### src/rtl/vga_sync_receiver.sv
// VGA sync receiver: rebuilds row/col from HSync/VSync edges, checks sync timing, locks after clean frames.
// Optional feature macro: VGA_RX_ERRCNT_EN adds a saturating err_count output.
module vga_sync_receiver #(
  parameter int H_ACTIVE     = 640,
  parameter int H_SYNC_START = 656,
  parameter int H_SYNC_END   = 752,
  parameter int H_TOTAL      = 800,
  parameter int V_ACTIVE     = 480,
  parameter int V_SYNC_START = 490,
  parameter int V_SYNC_END   = 492,
  parameter int V_TOTAL      = 525,
  parameter int LOCK_FRAMES  = 2
) (
  input  logic       clk,
  input  logic       reset,
  input  logic       HSync,
  input  logic       VSync,
  output logic [9:0] row,
  output logic [9:0] col,
  output logic       pixel_valid,
  output logic       locked,
  output logic       timing_error,
`ifdef VGA_RX_ERRCNT_EN
  output logic [7:0] err_count,
`endif
  output logic [1:0] state_dbg
);

  typedef enum logic [1:0] {
    SEARCH_H = 2'd0,
    SEARCH_V = 2'd1,
    TRACK    = 2'd2,
    LOCKED   = 2'd3
  } state_t;

  localparam logic [9:0] H_LAST  = 10'(H_TOTAL - 1);
  localparam logic [9:0] V_LAST  = 10'(V_TOTAL - 1);
  localparam logic [9:0] H_SS    = 10'(H_SYNC_START);
  localparam logic [9:0] H_SE    = 10'(H_SYNC_END);
  localparam logic [9:0] V_SS    = 10'(V_SYNC_START);
  localparam logic [9:0] V_SE    = 10'(V_SYNC_END);
  localparam logic [9:0] H_ACT   = 10'(H_ACTIVE);
  localparam logic [9:0] V_ACT   = 10'(V_ACTIVE);
  localparam logic [3:0] LOCK_N  = 4'(LOCK_FRAMES);

  state_t     state, state_n;
  logic       hs_d, vs_d;
  logic [3:0] count, count_n;
  logic [9:0] hnext, vnext, row_n, col_n;
  logic       hfall, vfall, exp_hs, exp_vs, h_mis, v_mis, mis, wrap;
  logic       locked_n, pv_n;

  assign hfall     = hs_d & ~HSync;
  assign vfall     = vs_d & ~VSync;
  assign state_dbg = state;

  // Position predicted for the current sample, plus the sync levels it implies.
  always_comb begin
    hnext = (row == H_LAST) ? 10'd0 : row + 10'd1;
    if (state == SEARCH_H && hfall) hnext = H_SE;
    vnext = col;
    if (hnext == 10'd0) vnext = (col == V_LAST) ? 10'd0 : col + 10'd1;
    if (state == SEARCH_V && vfall && hnext == 10'd0) vnext = V_SE;
    if (state == SEARCH_H) vnext = 10'd0;
    wrap   = (hnext == 10'd0) && (col == V_LAST);
    exp_hs = (hnext >= H_SS) && (hnext < H_SE);
    exp_vs = (vnext >= V_SS) && (vnext < V_SE);
    h_mis  = (state != SEARCH_H) && (HSync != exp_hs);
    v_mis  = (((state == TRACK) || (state == LOCKED)) && (VSync != exp_vs)) ||
             ((state == SEARCH_V) && vfall && (hnext != 10'd0));
    mis    = h_mis | v_mis;
  end

  always_comb begin
    state_n = state;
    count_n = count;
    row_n   = hnext;
    col_n   = vnext;
    if (mis) begin
      state_n = SEARCH_H;
      count_n = 4'd0;
      row_n   = 10'd0;
      col_n   = 10'd0;
    end else begin
      case (state)
        SEARCH_H: if (hfall) state_n = SEARCH_V;
        SEARCH_V: begin
          if (vfall && hnext == 10'd0) begin
            state_n = TRACK;
            count_n = 4'd0;
          end
        end
        TRACK: begin
          if (wrap) begin
            count_n = count + 4'd1;
            if (count + 4'd1 == LOCK_N) state_n = LOCKED;
          end
        end
        default: state_n = state;
      endcase
    end
  end

  // Outputs derive from next-state values so pixel_valid and locked drop together.
  always_comb begin
    locked_n = (state_n == LOCKED);
    pv_n     = locked_n && (row_n < H_ACT) && (col_n < V_ACT);
  end

  always_ff @(posedge clk or posedge reset) begin
    if (reset) begin
      state        <= SEARCH_H;
      count        <= 4'd0;
      hs_d         <= 1'b0;
      vs_d         <= 1'b0;
      row          <= 10'd0;
      col          <= 10'd0;
      locked       <= 1'b0;
      pixel_valid  <= 1'b0;
      timing_error <= 1'b0;
    end else begin
      state        <= state_n;
      count        <= count_n;
      hs_d         <= HSync;
      vs_d         <= VSync;
      row          <= row_n;
      col          <= col_n;
      locked       <= locked_n;
      pixel_valid  <= pv_n;
      timing_error <= mis;
    end
  end

`ifdef VGA_RX_ERRCNT_EN
  always_ff @(posedge clk or posedge reset) begin
    if (reset) err_count <= 8'd0;
    else if (mis && err_count != 8'hff) err_count <= err_count + 8'd1;
  end
`endif

endmodule

### config.mk
export PLATFORM = sky130hd
export DESIGN_NAME = vga_sync_receiver
export DESIGN_NICKNAME = d
export VERILOG_FILES = /design/src/rtl/vga_sync_receiver.sv
export SDC_FILE = /design/constraint.sdc
export NUM_CORES = 1
export LEC_CHECK = 0
export CAP_MARGIN = 20
export CORE_UTILIZATION = 50
export DETAILED_ROUTE_END_ITERATION = 8
export PLACE_DENSITY = 0.85
export SLEW_MARGIN = 20
export SYNTH_ARGS = -nofsm -noshare
export SYNTH_HDL_FRONTEND = slang
export SYNTH_SLANG_ARGS = --single-unit
### constraint.sdc
create_clock -name clk -period 3.7 [get_ports clk]
set_input_delay 0.37 -clock clk [delete_from_list [all_inputs] [get_ports clk]]
set_output_delay 0.37 -clock clk [all_outputs]
set_load 0.03 [all_outputs]
==> summary.json, run 1 <==
{
  "outcome": {"value": "finished, violations left"},
  "violations": {"value": "negative setup slack"},
  "synth_async_sr_flop_share": {"value": 100, "unit": "%"},
  "ir_worst_vdd": {"value": 0.000477, "unit": "V"},
  "clk_path_buf_depth": {"value": 2},
  "end_kind": {"value": "flip-flop"},
  "worst-endpoint-required": {"value": 3.90, "unit": "ns"},
  "gp_congestion": {"value": 0.906},
  "powerDensity": {"value": 568, "unit": "nW/µm²"},
  "ys.warnings.count": {"value": 0},
  "synth-seq-area-share": {"value": 36.0, "unit": "%"},
  "final_core_utilization": {"value": 76.1, "unit": "%"},
  "nNetsFinal": {"value": 331},
  "cp_launch_point": {"value": "row[1]"},
  "synth_top_family_by_area": {"value": "simple AND/OR/NAND/NOR gates"},
  "power_leakage": {"value": 1.23, "unit": "nW"},
  "syn-cell-area": {"value": 2160, "unit": "µm²"},
  "antenna_found_initial": {"value": 0},
  "worst_r2r_path_depth": {"value": 12},
  "tritoncts": {"value": "done"},
  "cts_buffers": {"value": 5},
  "port-buffer-count": {"value": 28},
  "cts_hold_buffers": {"value": 0},
  "postSynthRegisterBits": {"value": 31},
  "clock_pin_slew_of_the_registers_on_the_worst_case_setup_and_hold_paths": {"value": 0.07, "unit": "ns"},
  "grtUsageTotal": {"value": 29.7, "unit": "%"},
  "area_growth_syn_to_layout": {"value": 43.2, "unit": "%"},
  "boundary_pin_count": {"value": 29},
  "clkPwrFrac": {"value": 16.2, "unit": "%"},
  "power_frac_seq": {"value": 26.1, "unit": "%"},
  "synthesis.area_per_instance": {"value": 8.55, "unit": "µm²"},
  "antenna_cells_inserted": {"value": 0},
  "synth_xor_xnor_area_share": {"value": 4.06, "unit": "%"},
  "clk_latency_worst_skew_pair": {"value": 0.30, "unit": "ns"},
  "antenna_violating_nets_post_route": {"value": 0},
  "synth_mux_area_share": {"value": 2.96, "unit": "%"},
  "viasPerCell": {"value": 6.60},
  "crit_chain": {"value": "ha_4 -> nand4_1 -> or3_1 -> and3_1 -> and3_2 -> a311oi_2 -> o21ai_1 -> or4b_4 -> a2111o_2 -> mux2i_4 -> buf_12 -> nor3b_1"},
  "place_ws": {"value": -0.463, "unit": "ns"},
  "combinationalPowerShare": {"value": 57.7, "unit": "%"},
  "cts_sinks": {"value": 31},
  "syn_nets": {"value": 261},
  "fillers": {"value": 240},
  "tightestPinTransition": {"value": 0.911, "unit": "ns"},
  "swShare": {"value": 43.3, "unit": "%"},
  "die-area": {"value": 4580, "unit": "µm²"},
  "cp_num_cells": {"value": 12},
  "via_count": {"value": 2462},
  "critPathCapture": {"value": "row[5]"},
  "drive_above_1_share": {"value": 27.6, "unit": "%"},
  "post_synth_num_cell_types": {"value": 49},
  "synth_fa_ha_area_share": {"value": 2.90, "unit": "%"},
  "grt_max_degree": {"value": 32},
  "routed_length_per_placed_instance": {"value": 19.1, "unit": "µm"},
  "slew_headroom": {"value": 39.2, "unit": "%"},
  "die-height": {"value": 67.7, "unit": "µm"},
  "post_synth_edffs": {"value": 0},
  "hold_viol": {"value": 0},
  "drtIter0Drc": {"value": 425},
  "drc": {"value": 0},
  "cap_viol_max_count": {"value": 0},
  "setup-violations-final": {"value": 17},
  "timing.critical_path.slowest_stage_cell": {"value": "sky130_fd_sc_hd__or4b_4"},
  "min_path_type": {"value": "in -> async"},
  "reg2reg_slack": {"value": -0.08, "unit": "ns"},
  "placementRows": {"value": 23},
  "top_layer": {"value": "met4"},
  "dpl.cell_count": {"value": 354},
  "achievable-frequency": {"value": 265, "unit": "MHz"},
  "timing.clock.skew": {"value": 0.00948, "unit": "ns"},
  "clock_root_buffer_master": {"value": "sky130_fd_sc_hd__clkbuf_8"},
  "switchingPower": {"value": 760, "unit": "µW"},
  "worst-path-buf-inv": {"value": 1},
  "worst_path_largest_cell_delay": {"value": 0.54, "unit": "ns"},
  "routed-wl-met2": {"value": 3.41, "unit": "mm"},
  "final_cell_mix": {"value": "sky130_fd_sc_hd__buf_4, sky130_fd_sc_hd__dfrtp_1, sky130_fd_sc_hd__clkdlybuf4s50_1"},
  "synth-compound-area-share": {"value": 18.2, "unit": "%"},
  "total_routed_wire_length_on_the_met1_layer": {"value": 2.96, "unit": "mm"},
  "starting_density": {"value": 53.1, "unit": "%"},
  "post-route-worst-setup-slack": {"value": -0.0787, "unit": "ns"},
  "gr-total-overflow": {"value": 0},
  "maxSlewViolCount": {"value": 0},
  "dpl.hpwl": {"value": 4.27, "unit": "mm"},
  "crit-reg2reg-launch": {"value": "row[1]"},
  "delay_heaviest_family_cp": {"value": "simple AND/OR/NAND/NOR gates"},
  "r2r_end": {"value": "row[5]"},
  "finalPower": {"value": 1.75, "unit": "mW"},
  "dr.pass1.iters": {"value": 6},
  "grt_first_pass_wirelength": {"value": 10.1, "unit": "mm"},
  "final.period_utilization": {"value": 102, "unit": "%"},
  "chipWidth": {"value": 67.7, "unit": "µm"},
  "arrival": {"value": 3.98, "unit": "ns"},
  "h-tree-depth": {"value": 2},
  "rsz_0062_raised_after_global_routing": {"value": "true"},
  "period_needed": {"value": 3.78, "unit": "ns"},
  "wl": {"value": 7.14, "unit": "mm"},
  "leading_cell_type_in_the_layout_fill_and_taps_excluded": {"value": "sky130_fd_sc_hd__buf_4"},
  "route.met3.wl": {"value": 560, "unit": "µm"},
  "final-instance-count-excl-fill": {"value": 373},
  "cp_max_fo": {"value": 6},
  "core": {"value": 4060, "unit": "µm²"},
  "start_kind": {"value": "flip-flop"},
  "path_class": {"value": "reg -> reg"},
  "netlist_instances": {"value": 252},
  "post_synth_and_or_nand_nor_area_fraction": {"value": 31.4, "unit": "%"},
  "timing.setup.tns": {"value": -0.516, "unit": "ns"},
  "grt_pass1_vias": {"value": 2167},
  "internal_power": {"value": 995, "unit": "µW"},
  "yosys_most_used_dff": {"value": "sky130_fd_sc_hd__dfrtp_1"}
}
flip-flops by register name, summed over array words and instances (netlist names), 2 cells and up:
register   flops
col           10
row           10
count          4
state_dbg      2
synth_stat cells (all sizes together), types with 3 or more instances:
cell type	number	area, µm²
dfrtp	31	776
nor3	29	168
nand2	19	71.3
nor2	15	56.3
o21ai	15	75.1
nand3	12	65.1
a21oi	11	55.1
clkbuf	10	37.5
nor4	9	56.3
nand2b	7	43.8
xnor2	7	61.3
a211oi	6	45.0
a31oi	6	37.5
and3	6	37.5
inv	6	22.5
buf	5	37.5
ha	5	62.6
mux2i	4	52.6
o211ai	4	30.0
o22ai	4	25.0
nand4	3	18.8
nor2b	3	18.8
nor3b	3	22.5
or4b	3	30.0
xor2	3	26.3
worst register-to-register path, cell delays in order (launching register included):
cell                       delay, ns
sky130_fd_sc_hd__dfrtp_2        0.39
sky130_fd_sc_hd__ha_4           0.16
sky130_fd_sc_hd__nand4_1        0.27
sky130_fd_sc_hd__or3_1          0.45
sky130_fd_sc_hd__and3_1         0.20
sky130_fd_sc_hd__and3_2         0.24
sky130_fd_sc_hd__a311oi_2       0.21
sky130_fd_sc_hd__o21ai_1        0.12
sky130_fd_sc_hd__or4b_4         0.54
sky130_fd_sc_hd__a2111o_2       0.48
sky130_fd_sc_hd__mux2i_4        0.25
sky130_fd_sc_hd__buf_12         0.18
sky130_fd_sc_hd__nor3b_1        0.20
layer usage:
metal  vias up  global-route usage, %
li1       1099                      -
met1      1184                   37.3
met2       152                   47.6
met3        27                   5.74
met4         0                   16.0
met5         -                      0
stage by stage:
stage	hold slack, ns	area, µm²
after floorplan	0.401	2180
after global placement	0.594	2760
after detailed placement	0.617	2760
after CTS	0.483	2930
after global routing	0.520	3090
final	0.461	3090
cells by family after synthesis:
logic type               count (synthesis)
AND/OR/NAND/NOR                        121
AO/OA/AOI/OAI                           59
flip-flops                              31
buffers and inverters                   21
XOR/XNOR                                10
multiplexers                             5
adder cells (fa/ha/maj)                  5
power by group through the flow:
stage / Clock [mW] / Combinational [mW] / Sequential, mW
after global placement: 0 / 0.846 / 0.457
after detailed placement: 0 / 0.867 / 0.459
after floorplan: 0 / 0.375 / 0.590
final: 0.285 / 1.01 / 0.458
after global routing: 0.301 / 1.06 / 0.463
after CTS: 0.282 / 0.896 / 0.453
final cells by class:
type                    count  area (µm²)  area share (%)
clock buffers               7        86.3            2.80
flip-flops and latches     31         778            25.2
multi-input cells         202        1450            46.8
inverters                   6        22.5           0.729
repair buffers             76         687            22.2
well taps                  50        62.6            2.03
clock inverters             1        5.00           0.162
worst min path at each step:
stage | from | cells after the start | end
after CTS | reset | 3 | col[8]
final | reset | 3 | row[7]
after floorplan | HSync | 0 | hs_d
after detailed placement | count[1] | 2 | count[1]
after global placement | count[3] | 2 | count[3]
after global routing | reset | 3 | row[7]
timing repair:
| action | in CTS | in global routing |
|---|---|---|
| cloned | 2 | 1 |
| gates resized for setup | 6 | 15 |
| setup endpoints to repair | 26 | 26 |
| pin swaps | 4 | 2 |
| buffers inserted | 2 | 6 |
(Power assumes the default switching activity.)
==> run 2, diff against run 1 <==
- CORE_ASPECT_RATIO: default -> 0.7
- SLEW_MARGIN: 20 -> default
==> summary.json, run 2 (synthesized netlist as in run 1, its figures left out) <==
{
  "outcome": {"value": "finished, violations left"},
  "violations": {"value": "negative setup slack"},
  "starting_density": {"value": 53.7, "unit": "%"},
  "period_needed": {"value": 3.82, "unit": "ns"},
  "finalPower": {"value": 1.75, "unit": "mW"},
  "leading_cell_type_in_the_layout_fill_and_taps_excluded": {"value": "sky130_fd_sc_hd__buf_4"},
  "viasPerCell": {"value": 6.73},
  "postPlaceCellArea": {"value": 2740, "unit": "µm²"},
  "wl": {"value": 7.57, "unit": "mm"},
  "achievable-frequency": {"value": 262, "unit": "MHz"},
  "placementRows": {"value": 19},
  "antenna_cells_inserted": {"value": 0},
  "routed_length_per_placed_instance": {"value": 20.2, "unit": "µm"},
  "power_leakage": {"value": 1.21, "unit": "nW"},
  "final_core_utilization": {"value": 76.9, "unit": "%"},
  "hold_viol": {"value": 0},
  "worst-endpoint-required": {"value": 3.86, "unit": "ns"},
  "combinationalPowerShare": {"value": 58.1, "unit": "%"},
  "largest_registers": {"value": "col: 10 flops, row: 10 flops, count: 4 flops"},
  "path_class": {"value": "in -> reg"},
  "post-route-worst-setup-slack": {"value": -0.123, "unit": "ns"},
  "cts_sinks": {"value": 31},
  "timing.clock.skew": {"value": 0.00947, "unit": "ns"},
  "dr.pass1.iters": {"value": 9},
  "nNetsFinal": {"value": 331},
  "maxSlewViolCount": {"value": 0},
  "grt_pass1_vias": {"value": 2259},
  "worst-path-buf-inv": {"value": 2},
  "final_area": {"value": 3090, "unit": "µm²"},
  "drtIter0Drc": {"value": 425},
  "area_growth_syn_to_layout": {"value": 43.4, "unit": "%"},
  "grt_max_degree": {"value": 19},
  "dpl.cell_count": {"value": 355},
  "timing.critical_path.slowest_stage_cell": {"value": "sky130_fd_sc_hd__or4b_4"},
  "tightestPinTransition": {"value": 0.739, "unit": "ns"},
  "end_kind": {"value": "flip-flop"},
  "cap_viol_max_count": {"value": 0},
  "antenna_found_initial": {"value": 0},
  "drc": {"value": 0},
  "ir_worst_vdd": {"value": 0.000478, "unit": "V"},
  "chipWidth": {"value": 80.5, "unit": "µm"},
  "core": {"value": 4020, "unit": "µm²"},
  "delay_heaviest_family_cp": {"value": "compound AO/OA/AOI/OAI gates"},
  "h-tree-depth": {"value": 2},
  "start_kind": {"value": "input pin"},
  "power_frac_seq": {"value": 26.8, "unit": "%"},
  "die-area": {"value": 4580, "unit": "µm²"},
  "boundary_pin_count": {"value": 29},
  "clk_latency_worst_skew_pair": {"value": 0.30, "unit": "ns"},
  "gr-total-overflow": {"value": 0},
  "min_path_type": {"value": "in -> async"},
  "worst_path_largest_cell_delay": {"value": 0.54, "unit": "ns"},
  "slew_headroom": {"value": 50.7, "unit": "%"},
  "drive_above_1_share": {"value": 30.0, "unit": "%"},
  "final-instance-count-excl-fill": {"value": 375},
  "clock_root_buffer_master": {"value": "sky130_fd_sc_hd__clkbuf_8"},
  "powerDensity": {"value": 567, "unit": "nW/µm²"},
  "arrival": {"value": 3.98, "unit": "ns"},
  "rsz_0062_raised_after_global_routing": {"value": "true"},
  "tritoncts": {"value": "done"},
  "port-buffer-count": {"value": 28},
  "cts_buffers": {"value": 5},
  "final.period_utilization": {"value": 103, "unit": "%"},
  "switchingPower": {"value": 781, "unit": "µW"},
  "antenna_violating_nets_post_route": {"value": 0},
  "grtUsageTotal": {"value": 32.7, "unit": "%"},
  "clkPwrFrac": {"value": 15.1, "unit": "%"},
  "via_count": {"value": 2523},
  "dpl.hpwl": {"value": 4.51, "unit": "mm"},
  "die-height": {"value": 56.9, "unit": "µm"},
  "worst_path_most_repeated_cell": {"value": "sky130_fd_sc_hd__or4b_4"},
  "cp_max_fo": {"value": 5},
  "clock_pin_slew_of_the_registers_on_the_worst_case_setup_and_hold_paths": {"value": 0.07, "unit": "ns"},
  "swShare": {"value": 44.6, "unit": "%"},
  "crit_chain": {"value": "clkdlybuf4s50_1 -> or4b_4 -> o31a_1 -> a22oi_2 -> nor3_4 -> buf_4 -> a311oi_2 -> o21ai_1 -> or4b_4 -> a2111o_2 -> mux2i_2 -> nor4_1"},
  "setup-violations-final": {"value": 20},
  "gp_congestion": {"value": 0.924},
  "internal_power": {"value": 970, "unit": "µW"},
  "clk_path_buf_depth": {"value": 2},
  "final_cell_mix": {"value": "sky130_fd_sc_hd__buf_4, sky130_fd_sc_hd__clkdlybuf4s50_1, sky130_fd_sc_hd__dfrtp_1"},
  "grt_first_pass_wirelength": {"value": 11.1, "unit": "mm"}
}
## run 2: cell types whose count changed in the layout (fill, tap and decap cells not counted), sizes merged
cell    previous run  this run
mux2i              6         7
clkbuf             8         7
## run 2: what timing repair did
item | in CTS | in global routing
hold buffers | 0 | 0
setup buffers | 5 | 4
gates cloned | 2 | 1
pin swaps | 9 | 7
endpoints found under the setup margin | 26 | 26
gates resized for setup | 14 | 18
## run 2: power by group through the flow
stage / Sequential [mW] / Clock, mW / Combinational [mW]
2_1_floorplan: 0.590 / 0 / 0.375
3_3_place_gp: 0.460 / 0 / 0.823
3_5_place_dp: 0.463 / 0 / 0.843
4_1_cts: 0.457 / 0.266 / 0.911
5_1_grt: 0.477 / 0.283 / 1.07
6_report: 0.469 / 0.265 / 1.02
## run 2: layout make-up
| class | count | area (µm²) |
|---|---|---|
| Inverter | 6 | 22.5 |
| Clock inverter | 1 | 5.00 |
| Timing Repair Buffer | 75 | 637 |
| Multi-Input combinational cell | 203 | 1500 |
| Clock buffer | 7 | 76.3 |
| Sequential cell | 31 | 781 |
| Fill cell | 263 | 927 |
| Tap cell | 52 | 65.1 |
## run 2: per-layer routing
| metal | wire length, µm | track usage [%] |
|---|---|---|
| met3 | 970 | 10.2 |
| met4 | 271 | 15.1 |
| met5 | 0 | 0 |
| met1 | 2920 | 43.7 |
| met2 | 3410 | 48.4 |
## run 2: path summary, 6_finish.rpt
kind,startpoint,to,slack (ns),cells after the start
setup / recovery,HSync,row[3],-0.12,12
hold / removal,reset,hs_d,0.50,2
setup reg to reg,row[1],row[3],-0.12,12
hold reg to reg,count[3],count[3],0.65,2
max in group asynchronous,reset,row[3],2.51,3
min in group clk,count[3],count[3],0.65,2
## run 2: metrics by stage
step | hold slack (ns) | TNS, ns | setup WS (ns)
final | 0.500 | -1.15 | -0.123
after global routing | 0.566 | -2.90 | -0.203
after CTS | 0.505 | -0.000306 | -0.000306
after detailed placement | 0.621 | -11.76 | -0.538
after global placement | 0.599 | -7.62 | -0.363
after floorplan | 0.401 | 0 | 0.00183
==> run 3, diff against run 2 <==
- CAP_MARGIN: 20 -> 40
==> results of run 3 <==
Same layout as run 2: the final DEF is identical, and so are final timing and power.
